==> src/rtl/zle_share_arb.sv <==
// Time-shares one zero run-length encoder among N requester stream pairs, switching only at encoder idle.
// Optional build macro ZLE_SHARE_ARB_FIXED_PRIO_EN selects fixed-priority arbitration instead of round-robin.
module zle_share_arb #(
    parameter int N       = 2,
    parameter int SELW    = 1,
    parameter int QUANTUM = 16,
    parameter int STARVE  = 4
) (
    input  logic            clock,
    input  logic            reset,
    input  logic [N-1:0]    in_v,
    output logic [N-1:0]    in_b,
    output logic [N-1:0]    out_v,
    input  logic [N-1:0]    out_b,
    output logic            enc_i_v,
    input  logic            enc_i_b,
    input  logic            enc_o_v,
    output logic            enc_o_b,
    input  logic            enc_idle,
    output logic [SELW-1:0] sel_src,
    output logic            busy
);

    typedef enum logic [1:0] {
        ST_IDLE   = 2'd0,
        ST_RUN    = 2'd1,
        ST_SWITCH = 2'd2
    } state_t;

    localparam logic [7:0]      QUANT_C  = 8'(QUANTUM);
    localparam logic [7:0]      STARVE_C = 8'(STARVE);
    localparam logic [SELW-1:0] LAST_RST = SELW'(N - 1);

    state_t          state_q, state_d;
    logic [SELW-1:0] grant_q, grant_d;
    logic [SELW-1:0] last_q, last_d;
    logic [7:0]      tok_cnt_q, tok_cnt_d;
    logic [7:0]      starve_cnt_q, starve_cnt_d;
    logic            yield_q, yield_d;
    logic            busy_q, busy_d;
    logic            gate_s;
    logic            xfer_s;

    function automatic logic [SELW-1:0] pick_req(input logic [N-1:0] req,
                                                 input logic [SELW-1:0] last);
        logic [SELW-1:0] pick;
        logic [SELW-1:0] idx_sel;
        logic            found;
        int              idx;
        pick  = '0;
        found = 1'b0;
`ifdef ZLE_SHARE_ARB_FIXED_PRIO_EN
        for (int k = N - 1; k >= 0; k--) begin
            idx_sel = SELW'(k);
            if (req[idx_sel]) begin
                pick = idx_sel;
            end
        end
`else
        // Search starts just after the previous owner so every requester gets a turn.
        for (int k = 1; k <= N; k++) begin
            idx     = (int'(last) + k) % N;
            idx_sel = SELW'(idx);
            if (!found && req[idx_sel]) begin
                pick  = idx_sel;
                found = 1'b1;
            end
        end
`endif
        return pick;
    endfunction

    // State and grant bookkeeping registers.
    always_ff @(posedge clock or negedge reset) begin
        if (!reset) begin
            state_q      <= ST_IDLE;
            grant_q      <= '0;
            last_q       <= LAST_RST;
            tok_cnt_q    <= 8'd0;
            starve_cnt_q <= 8'd0;
            yield_q      <= 1'b0;
            busy_q       <= 1'b0;
        end else begin
            state_q      <= state_d;
            grant_q      <= grant_d;
            last_q       <= last_d;
            tok_cnt_q    <= tok_cnt_d;
            starve_cnt_q <= starve_cnt_d;
            yield_q      <= yield_d;
            busy_q       <= busy_d;
        end
    end

    // Next-state logic and stream routing to and from the shared encoder.
    always_comb begin
        state_d      = state_q;
        grant_d      = grant_q;
        last_d       = last_q;
        tok_cnt_d    = tok_cnt_q;
        starve_cnt_d = starve_cnt_q;
        yield_d      = yield_q;
        in_b         = '1;
        out_v        = '0;
        enc_i_v      = 1'b0;
        enc_o_b      = 1'b1;
        gate_s       = 1'b0;
        xfer_s       = 1'b0;
        case (state_q)
            ST_IDLE: begin
                if (|in_v) begin
                    grant_d      = pick_req(in_v, last_q);
                    tok_cnt_d    = 8'd0;
                    starve_cnt_d = 8'd0;
                    yield_d      = 1'b0;
                    state_d      = ST_RUN;
                end else begin
                    state_d = ST_IDLE;
                end
            end
            ST_RUN: begin
                // Once a yield is pending, input is cut only at a token boundary.
                gate_s         = yield_q & enc_idle;
                enc_i_v        = in_v[grant_q] & ~gate_s;
                in_b[grant_q]  = enc_i_b | gate_s;
                out_v[grant_q] = enc_o_v;
                enc_o_b        = out_b[grant_q];
                xfer_s         = in_v[grant_q] & ~gate_s & ~enc_i_b;
                if (xfer_s && (tok_cnt_q != QUANT_C)) begin
                    tok_cnt_d = tok_cnt_q + 8'd1;
                end else begin
                    tok_cnt_d = tok_cnt_q;
                end
                if (!in_v[grant_q] && enc_idle) begin
                    if (starve_cnt_q != STARVE_C) begin
                        starve_cnt_d = starve_cnt_q + 8'd1;
                    end else begin
                        starve_cnt_d = starve_cnt_q;
                    end
                end else begin
                    starve_cnt_d = 8'd0;
                end
                yield_d = yield_q | (tok_cnt_d == QUANT_C) | (starve_cnt_d == STARVE_C);
                if (gate_s) begin
                    state_d = ST_SWITCH;
                end else begin
                    state_d = ST_RUN;
                end
            end
            ST_SWITCH: begin
                out_v[grant_q] = enc_o_v;
                enc_o_b        = out_b[grant_q];
                last_d         = grant_q;
                state_d        = ST_IDLE;
            end
            default: begin
                state_d      = ST_IDLE;
                grant_d      = '0;
                last_d       = LAST_RST;
                tok_cnt_d    = 8'd0;
                starve_cnt_d = 8'd0;
                yield_d      = 1'b0;
            end
        endcase
        busy_d = (state_d != ST_IDLE);
    end

    assign sel_src = grant_q;
    assign busy    = busy_q;

endmodule
==> config.mk <==
export PLATFORM = sky130hd
export DESIGN_NAME = zle_share_arb
export DESIGN_NICKNAME = d
export VERILOG_FILES = /design/src/rtl/zle_share_arb.sv
export SDC_FILE = /design/constraint.sdc
export NUM_CORES = 1
export LEC_CHECK = 0
export CORE_MARGIN = 2
export CORE_UTILIZATION = 50
export CTS_CLUSTER_SIZE = 24
export DETAILED_ROUTE_END_ITERATION = 10
export HOLD_SLACK_MARGIN = 0.02
export PLACE_DENSITY = 0.75
export REMOVE_ABC_BUFFERS = 1
export SLEW_MARGIN = 0
export SYNTH_ARGS = -nofsm -noshare
export SYNTH_HDL_FRONTEND = slang
export SYNTH_SLANG_ARGS = --single-unit
==> constraint.sdc <==
create_clock -name clock -period 1.85 [get_ports clock]
set_input_delay 0.37 -clock clock [delete_from_list [all_inputs] [get_ports clock]]
set_output_delay 0.37 -clock clock [all_outputs]
set_load 0.02 [all_outputs]
==> out/metrics.cfg, run 1 <==
[outcome]
outcome = complete, but fails checks
failed_checks = negative setup slack

[job]
maxCapViolCount = 0

[logic_synthesis]
synth-edff-count = 0
synth_area_mm2 = 0.001563
ys.flop_type = dfrtp_1
synth-seq-cells = 22
synth-seq-area-share_pct = 35.31
synth_cells = 185
yosys_warnings = 0
avgSynthCellArea_um2 = 8.447
async_reset_ff_share_pct = 100.0
ys_types = 43

[timing]
timing.hold.ws_ns = 0.3920
tns_ns = -0.05038
hold_violations = 0
setup_viol = 1
fin_crit_sh_pct = 102.7
rsz0062_at_grt = yes
final_max_slew_viol_count = 0
fin_skew_ns = 0.0009899
fmax_mhz = 526.2
fin_ws_ns = -0.05038
worst_pin_slew_ns = 0.3256
relSlewSlack_pct = 78.23
fin_crit_ns = 1.900

[detailed_routing]
firstDrtPassIters = 4
vias_per_cell = 5.864
route.met2.wl_mm = 2.130
wirelength_mm = 4.120
detail-route-antenna-nets = 0
drt_iter0_drc = 155
vias = 1554
drcViolationCount = 0
top_layer_used = met4
drt-met1-wl_mm = 1.698
met3_length_um = 147
routedWlPerCell_um = 15.55

[setup_path]
critical_path.max_stage_delay_ns = 0.42
cp.arrival_ns = 1.53
required_ns = 1.48
reg2reg_from = sel_src
path_class = register to output pin
r2r_end = yield_q
cp_num_cells = 5
critPathCaptureType = output pin
crit_slowest_cell = dfrtp_1
r2r_slack_ns = 0.04
crit_fanout = 3
cp_top_family = simple AND/OR/NAND/NOR gates
crit_buf_inv = 2
start_kind = register
path_cells = inv_2 -> ha_4 -> nand2_4 -> or3_4 -> buf_6
r2r_cells = 7

[grt]
grt_pass1_vias = 1488
track_usage_pct = 24.00
grt_max_degree = 23
antenna_found_initial = 0
grt_pass1_wl_mm = 6.486
grt_overflow = 0

[clocking]
path_clk_slew_ns = 0.12
clk_latency_ns = 0.31
hold_buffers = 0
cts.sinks = 22
cts.path.max_buffers = 2
cts_tree = done
htreeDepth = 1
numCtsBuffers = 3
ctsRootBufferMaster = clkbuf_4

[pwr]
power.density_mw_per_mm2 = 945.7
p_leak_nw = 0.9275
ir_worst_vdd_uv = 644.3

[place]
place_ws_ns = -0.3984
place_area_mm2 = 0.001948
hpwl_mm = 2.960
numPortBuffers = 16
gp_congestion = 0.8873

[floorplanning]
dieWidth_um = 59.91
die_h_um = 59.91
core_region_area_mm2 = 0.003003
ios = 17
rows = 20
start_util_pct = 52.04
die_area_mm2 = 0.003589

[cells_and_area]
multi_input_area_mm2 = 0.001007
diodes = 0
fin_area_mm2 = 0.002097
area_growth_pct = 34.19
fill_cells = 223
final_nets = 249
drive_gt1_share_pct = 32.33
postLayoutCoreUtil_pct = 69.83
regArea_um2 = 553.0

[min_path]
hold_class = primary input to asynchronous set/reset pin

-- sequential cells by signal (all words and copies together) (netlist names) --
signal	count
last_q	1
sel_src	1
starve_cnt_q	8
tok_cnt_q	8
busy	1
state_q	2
yield_q	1
-- report_power, final --
group | leakage (nW) | switching, mW | total [mW] | internal, mW
combinational | 0.624 | 0.567 | 1.08 | 0.518
clock | 0.0150 | 0.145 | 0.229 | 0.0843
sequential | 0.288 | 0.103 | 0.669 | 0.566
total | 0.927 | 0.815 | 1.98 | 1.17
-- cells in the mapped netlist (all sizes together), types with 2 or more instances --
library cell	number	area share (%)
nand2	24	6.2
dfrtp	21	34
nor2	18	4.3
o21ai	16	5.1
inv	13	3.1
a21oi	12	3.8
nand3	10	3.5
clkbuf	7	1.7
ha	7	5.6
nor3	6	1.9
nand4	5	2.4
o31ai	5	3.7
mux2i	4	2.8
nor2b	4	1.6
xnor2	4	2.2
a21boi	2	0.96
a31o	2	1.1
and3	2	0.80
buf	2	1.4
nor4	2	1.2
o32ai	2	1.1
o41ai	2	2.1
or3	2	0.88
-- through the flow --
step	cells	power (mW)
after global routing	265	2.113
after floorplan	176	1.187
final	265	1.983
after detailed placement	256	1.628
after CTS	263	1.889
after global placement	256	1.582
-- per-layer routing --
metal	up-vias	GRT usage, %
met5	-	0
met4	0	10.16
met3	18	3.247
met2	49	42.39
met1	739	28.90
li1	748	-
-- what timing repair did --
action	in CTS	in global routing
pin swaps	5	7
gates resized for setup	37	19
buffers inserted	3	3
endpoints found under the setup margin	15	15
-- worst max-delay path by stage --
stage,from,endpoint
floorplan,sel_src,starve_cnt_q[3]
global placement,enc_idle,in_b[0]
detailed placement,enc_idle,in_b[0]
CTS,sel_src,yield_q
global route,starve_cnt_q[0],yield_q
finish,state_q[1],in_b[0]
-- kinds of logic after synthesis --
| family | count (synthesis) | synth area share (%) |
|---|---|---|
| xor+xnor | 5 | 2.802 |
| compound gates | 48 | 22.02 |
| simple gates | 77 | 25.22 |
| fa+ha+maj | 7 | 5.604 |
| buf+inv | 22 | 6.245 |
| flops | 22 | 35.31 |
| mux | 4 | 2.802 |
-- placed cells by master, fill, tap and decap left out, drive strengths merged, types with 5 or more instances in the layout --
cell / instances
buf: 42
nand2: 24
dfrtp: 21
nor2: 18
o21ai: 16
inv: 13
a21oi: 12
nand3: 10
ha: 7
nor3: 6
clkdlybuf4s50: 6
nand4: 5
o31ai: 5
-- area by class of cell --
cell class	count	area share, %
Clock buffer	4	1.253
Sequential cell	22	26.37
Multi-Input combinational cell	141	48.03
Tap cell	33	1.969
Timing Repair Buffer	52	20.05
Inverter	13	2.327
(Power assumes the default switching activity.)
==> run 2: changes to the inputs <==
--- a/config.mk
+++ b/config.mk
@@ -9,6 +9,7 @@
 export CORE_UTILIZATION = 50
 export CTS_CLUSTER_SIZE = 24
 export DETAILED_ROUTE_END_ITERATION = 10
+export GPL_TIMING_DRIVEN = 0
 export HOLD_SLACK_MARGIN = 0.02
 export PLACE_DENSITY = 0.75
 export REMOVE_ABC_BUFFERS = 1
==> run 2 against run 1 <==
Against the previous run:
- the flow still finishes with violations (negative setup slack)
- routed wire length decreased by 14%
- sequential share of layout area up 2.7 points
- critical endpoint is now yield_q
- clock power is 4% higher
- power decreased by 5.1%
- non-clock buffer count shrank 25
- worst setup slack worse by 0.0071 ns
- largest cell class unchanged
==> out/metrics.cfg, run 2 (synthesis gave the netlist of run 1 again) <==
[detailed_routing]
vias = 1413  ; -9.1%
detail-route-antenna-nets = 0  ; unchanged
firstDrtPassIters = 4  ; unchanged
drcViolationCount = 0  ; unchanged
drt_iter0_drc = 118  ; -24%
routedWlPerCell_um = 14.73  ; -5.3%
wirelength_mm = 3.535  ; -14%
vias_per_cell = 5.888  ; +0.40%

[cells_and_area]
layout_common_cells = nand2_1 (21), nor2_1 (18), dfrtp_1 (18)
diodes = 0  ; unchanged
regArea_um2 = 555.5  ; +0.45%
multi_input_area_mm2 = 0.001005  ; -0.25%
area_growth_pct = 22.42
drive_gt1_share_pct = 24.64  ; -7.7 points
reg.largest.list = starve_cnt_q x8, tok_cnt_q x8, state_q x2
final_nets = 224  ; -10%
mostFrequentLayoutCell = nand2_1
fill_cells = 242  ; +8.5%
fin_area_mm2 = 0.001913  ; -8.8%

[timing]
worst_pin_slew_ns = 0.9600  ; +0.6344 ns
rsz0062_at_grt = yes
final_max_slew_viol_count = 0  ; unchanged
fmax_mhz = 524.2  ; -0.37%
fin_crit_sh_pct = 103.1  ; +0.38 points
fin_crit_ns = 1.907  ; +0.007108 ns
hold_violations = 0  ; unchanged
fin_ws_ns = -0.05749  ; -0.007108 ns
setup_viol = 2  ; +1
relSlewSlack_pct = 35.80  ; -42 points
fin_skew_ns = 0.01324  ; +0.01225 ns

[job]
maxCapViolCount = 0  ; unchanged

[pwr]
power_frac_clock_pct = 12.6  ; +1.0 points
p_total_mw = 1.881  ; -5.1%
ir_worst_vdd_uv = 782.5  ; +21%
p_comb_share_pct = 50.2  ; -4.5 points
power.density_mw_per_mm2 = 983.4  ; +4.0%
power.switching_mw = 0.7810  ; -4.2%
switching_share_pct = 41.51  ; +0.41 points
intPower_mw = 1.100  ; -5.8%
p_leak_nw = 0.8081  ; -13%
p_seq_share_pct = 37.1  ; +3.4 points

[floorplanning]
die_area_mm2 = 0.003589  ; unchanged
core_region_area_mm2 = 0.003003  ; unchanged
rows = 20  ; unchanged
dieWidth_um = 59.91  ; unchanged
ios = 17  ; unchanged
die_h_um = 59.91  ; unchanged
start_util_pct = 52.04  ; unchanged

[min_path]
min_delay_worst_endpoint = starve_cnt_q[7]
min_path_cells = 1
hold_class = register to register
min_from = starve_cnt_q[7]

[clocking]
cts_tree = done
ctsRootBufferMaster = clkbuf_4
path_clk_slew_ns = 0.13  ; about the same
hold_buffers = 0  ; unchanged
cts.path.max_buffers = 2  ; unchanged
cts.sinks = 22  ; unchanged
numCtsBuffers = 3  ; unchanged
clk_latency_ns = 0.32  ; about the same
htreeDepth = 1  ; unchanged

[grt]
grt_pass1_vias = 1263  ; -15%
antenna_found_initial = 0  ; unchanged
grt_pass1_wl_mm = 5.747  ; -11%
grt_overflow = 0  ; unchanged
track_usage_pct = 21.34  ; -2.7 points
grt_max_degree = 23  ; unchanged

[outcome]
failed_checks = negative setup slack
outcome = complete, but fails checks

[setup_path]
path_class = register to register
r2r_end = yield_q
critPathCaptureType = register
cp.arrival_ns = 2.13  ; +0.60 ns
required_ns = 2.07  ; +0.59 ns
start_kind = register
reg2reg_from = sel_src
r2r_cells = 7  ; unchanged
r2r_slack_ns = -0.06  ; -0.10 ns
crit_fanout = 6  ; +3
startpoint = sel_src

[place]
place_area_mm2 = 0.001715  ; -12%
numPortBuffers = 16  ; unchanged
hpwl_mm = 2.444  ; -17%
gp_congestion = 0.9345  ; +5.3%

-- run 2: changes by cell type in the layout (fill, tap and decap cells not counted), sizes merged --
cell,before,now
buf,42,16
clkdlybuf4s15,0,1
-- run 2: what timing repair did --
action / 4_1_cts / 5_1_grt
buffers inserted: 2 / 9
gates resized for setup: 39 / 19
pin swaps: 0 / 9
setup endpoints to repair: 16 / 17
-- run 2: through the flow --
step	util (%)	TNS (ns)	setup WS, ns	hold slack [ns]	instances
after CTS	59.88	-0.1375	-0.1025	0.5102	231
after global routing	63.71	-0.3797	-0.1870	0.5358	240
after detailed placement	57.13	-6.495	-0.5536	0.4940	225
after floorplan	-	0	0.03695	0.07441	176
after global placement	57.13	-5.895	-0.5351	0.4885	225
final	63.71	-0.07553	-0.05749	0.5126	240
-- run 2: worst max-delay path by stage --
stage | endpoint | slack (ns) | cells past startpoint
2_1_floorplan | starve_cnt_q[3] | 0.04 | 5
5_1_grt | yield_q | -0.19 | 6
6_report | yield_q | -0.06 | 7
3_5_place_dp | in_b[0] | -0.55 | 5
4_1_cts | in_b[0] | -0.10 | 5
3_3_place_gp | in_b[0] | -0.54 | 5
-- run 2: power by group through the flow --
stage / clock network (mW) / logic (mW) / registers (mW)
finish: 0.238 / 0.945 / 0.699
global route: 0.262 / 1.02 / 0.713
CTS: 0.248 / 0.809 / 0.699
detailed placement: 0 / 0.767 / 0.699
global placement: 0 / 0.735 / 0.691
floorplan: 0 / 0.488 / 0.698
-- run 2: cell type report --
| class | count | share of cell area (%) |
|---|---|---|
| tap | 33 | 2.158 |
| multi-input combinational | 141 | 52.52 |
| inverter | 13 | 2.551 |
| clock buffer | 4 | 1.373 |
| sequential | 22 | 29.04 |
| timing repair buffer | 27 | 12.36 |
-- run 2: critical path: stages, from the launching register on --
cell and delay, ns:
dfrtp_2 0.48, mux2i_4 0.22, a211oi_4 0.29, buf_6 0.16, nand2_4 0.07, nor4_4 0.21, a21oi_1 0.08, o41ai_2 0.31
-- run 2: per-layer routing --
metal	vias up	global-route usage [%]	wire length [µm]	part of all wire [%]
met5	-	0	0	0
met1	676	29.33	1583	45
met3	9	2.597	132	3.7
met2	32	34.32	1754	50
met4	0	7.937	65	1.8
li1	696	-	-	-
==> run 3: changes to the inputs <==
==> constraint.sdc (replaced) <==
create_clock -name clock -period 1.85 [get_ports clock]
set_input_delay 0.37 -clock clock [delete_from_list [all_inputs] [get_ports clock]]
set_output_delay 0.37 -clock clock [all_outputs]
set_load 0.005 [all_outputs]
==> run 3 against run 2 <==
Against the previous run:
- the flow still finishes with violations (negative setup slack)
- clock skew shrank 0.0038 ns
- die area is the same
- sequential power shrank 2%
- critical path type is now register to output pin
- critical endpoint is now in_b[0]
==> out/metrics.cfg, run 3 (synthesis gave the netlist of run 1 again) <==
[outcome]
outcome = complete, but fails checks
failed_checks = negative setup slack

[cells_and_area]
mostFrequentLayoutCell = nand2_1
fin_cells = 238  ; -0.83%
multi_input_area_um2 = 998.5  ; -0.62%
diodes = 0  ; unchanged
layout_common_cells = nand2_1 (22), nor2_1 (18), dfrtp_1 (18)
reg.largest.list = starve_cnt_q x8, tok_cnt_q x8, state_q x2
fill_cells = 244  ; +0.83%
postLayoutCoreUtil_pct = 62.67  ; -1.0 points
final_nets = 222  ; -0.89%
drive_gt1_share_pct = 22.93  ; -1.7 points
area_growth_pct = 20.42
fin_area_mm2 = 0.001882  ; -1.6%
regArea_um2 = 555.5  ; unchanged

[floorplanning]
die_h_um = 59.91  ; unchanged
start_util_pct = 52.04  ; unchanged
core_region_area_mm2 = 0.003003  ; unchanged
die_area_mm2 = 0.003589  ; unchanged
dieWidth_um = 59.91  ; unchanged
ios = 17  ; unchanged
rows = 20  ; unchanged

[place]
hpwl_mm = 2.444  ; unchanged
gp_congestion = 0.9345  ; unchanged
dp_cells = 225  ; unchanged
place_area_mm2 = 0.001715  ; unchanged
place_ws_ns = -0.4624  ; +0.09129 ns
numPortBuffers = 16  ; unchanged

[grt]
grt_max_degree = 23  ; unchanged
antenna_found_initial = 0  ; unchanged
grt_overflow = 0  ; unchanged
grt_pass1_wl_mm = 5.837  ; +1.6%
track_usage_pct = 21.61  ; +0.27 points
grt_pass1_vias = 1299  ; +2.9%

[min_path]
hold_class = register to register

[clocking]
numCtsBuffers = 3  ; unchanged
cts.path.max_buffers = 2  ; unchanged
htreeDepth = 1  ; unchanged
hold_buffers = 0  ; unchanged
cts_tree = done
cts.sinks = 22  ; unchanged
path_clk_slew_ns = 0.13  ; about the same
clk_latency_ns = 0.32  ; about the same
ctsRootBufferMaster = clkbuf_4

[timing]
hold_violations = 0  ; unchanged
fmax_mhz = 519.2  ; -0.96%
final_max_slew_viol_count = 0  ; unchanged
setup_viol = 2  ; unchanged
fin_ws_ns = -0.07604  ; -0.01855 ns
relSlewSlack_pct = 35.20  ; -0.60 points
rsz0062_at_grt = yes
fin_skew_ns = 0.009406  ; -0.003830 ns
fin_crit_sh_pct = 104.1  ; +1.0 points
worst_pin_slew_ns = 0.9690  ; +0.009033 ns
fin_crit_ns = 1.926  ; +0.01855 ns

[detailed_routing]
firstDrtPassIters = 4  ; unchanged
detail-route-antenna-nets = 0  ; unchanged
vias = 1391  ; -1.6%
vias_per_cell = 5.845  ; -0.73%
drcViolationCount = 0  ; unchanged
wirelength_mm = 3.441  ; -2.7%
drt_iter0_drc = 127  ; +7.6%
routedWlPerCell_um = 14.46  ; -1.8%

[setup_path]
cp.arrival_ns = 1.56  ; -0.57 ns
critPathCaptureType = output pin
crit_fanout = 4  ; -2
path_class = register to output pin
start_kind = register
required_ns = 1.48  ; -0.59 ns

[pwr]
power.density_mw_per_mm2 = 941.5  ; -4.3%
power.switching_mw = 0.6968  ; -11%
power_frac_clock_pct = 13.5  ; +0.9 points
intPower_mw = 1.075  ; -2.3%
p_total_mw = 1.772  ; -5.8%
p_seq_share_pct = 38.8  ; +1.7 points
ir_worst_vdd_uv = 693.3  ; -11%
p_comb_share_pct = 47.7  ; -2.5 points
p_leak_nw = 0.7973  ; -1.3%
switching_share_pct = 39.33  ; -2.2 points

[job]
maxCapViolCount = 0  ; unchanged

run 3: worst paths after layout:
kind	startpoint	endpoint	slack, ns	cells after the start
setup / recovery	state_q[1]	in_b[0]	-0.08	5
hold / removal	starve_cnt_q[7]	starve_cnt_q[7]	0.51	1
setup reg to reg	sel_src	yield_q	0	6
hold reg to reg	starve_cnt_q[7]	starve_cnt_q[7]	0.51	1
max in group asynchronous	reset	sel_src	0.62	1
min in group asynchronous	reset	tok_cnt_q[4]	0.57	1
run 3: per-layer routing:
metal  share of wire, %  GRT usage [%]  up-vias
met3                4.2          2.597        5
li1                   -              -      693
met4                1.3          7.619        0
met5                  0              0        -
met1                 45          29.47      664
met2                 49          35.25       29
run 3: power groups by stage:
stage               clock, mW  sequential, mW  combinational (mW)
global route            0.264           0.704               0.925
global placement            0           0.691               0.659
finish                  0.238           0.688               0.846
CTS                     0.248           0.693               0.772
detailed placement          0           0.699               0.691
floorplan                   0           0.675               0.437
run 3: layout make-up:
type / count / area share [%]
Tap cell: 33 / 2.194
Inverter: 13 / 2.593
Clock buffer: 4 / 1.396
Sequential cell: 22 / 29.52
Timing Repair Buffer: 25 / 11.24
Multi-Input combinational cell: 141 / 53.06
run 3: critical path: stages (launching register included):
cell and delay, ns:
dfrtp_1 0.41, inv_2 0.10, ha_4 0.15, nand2_4 0.05, or3_2 0.39, buf_2 0.14
run 3: what timing repair did:
action                                  4_1_cts  5_1_grt
gates resized for setup                      30       13
endpoints found under the setup margin       15       13
pin swaps                                     1        1
setup buffers                                 5        4
run 3: per-stage QoR:
step | TNS, ns | hold WS (ns)
after floorplan | 0 | 0.07441
after global placement | -5.381 | 0.4885
after detailed placement | -5.916 | 0.4940
after CTS | -0.1422 | 0.5102
after global routing | -0.4019 | 0.5333
final | -0.1103 | 0.5114
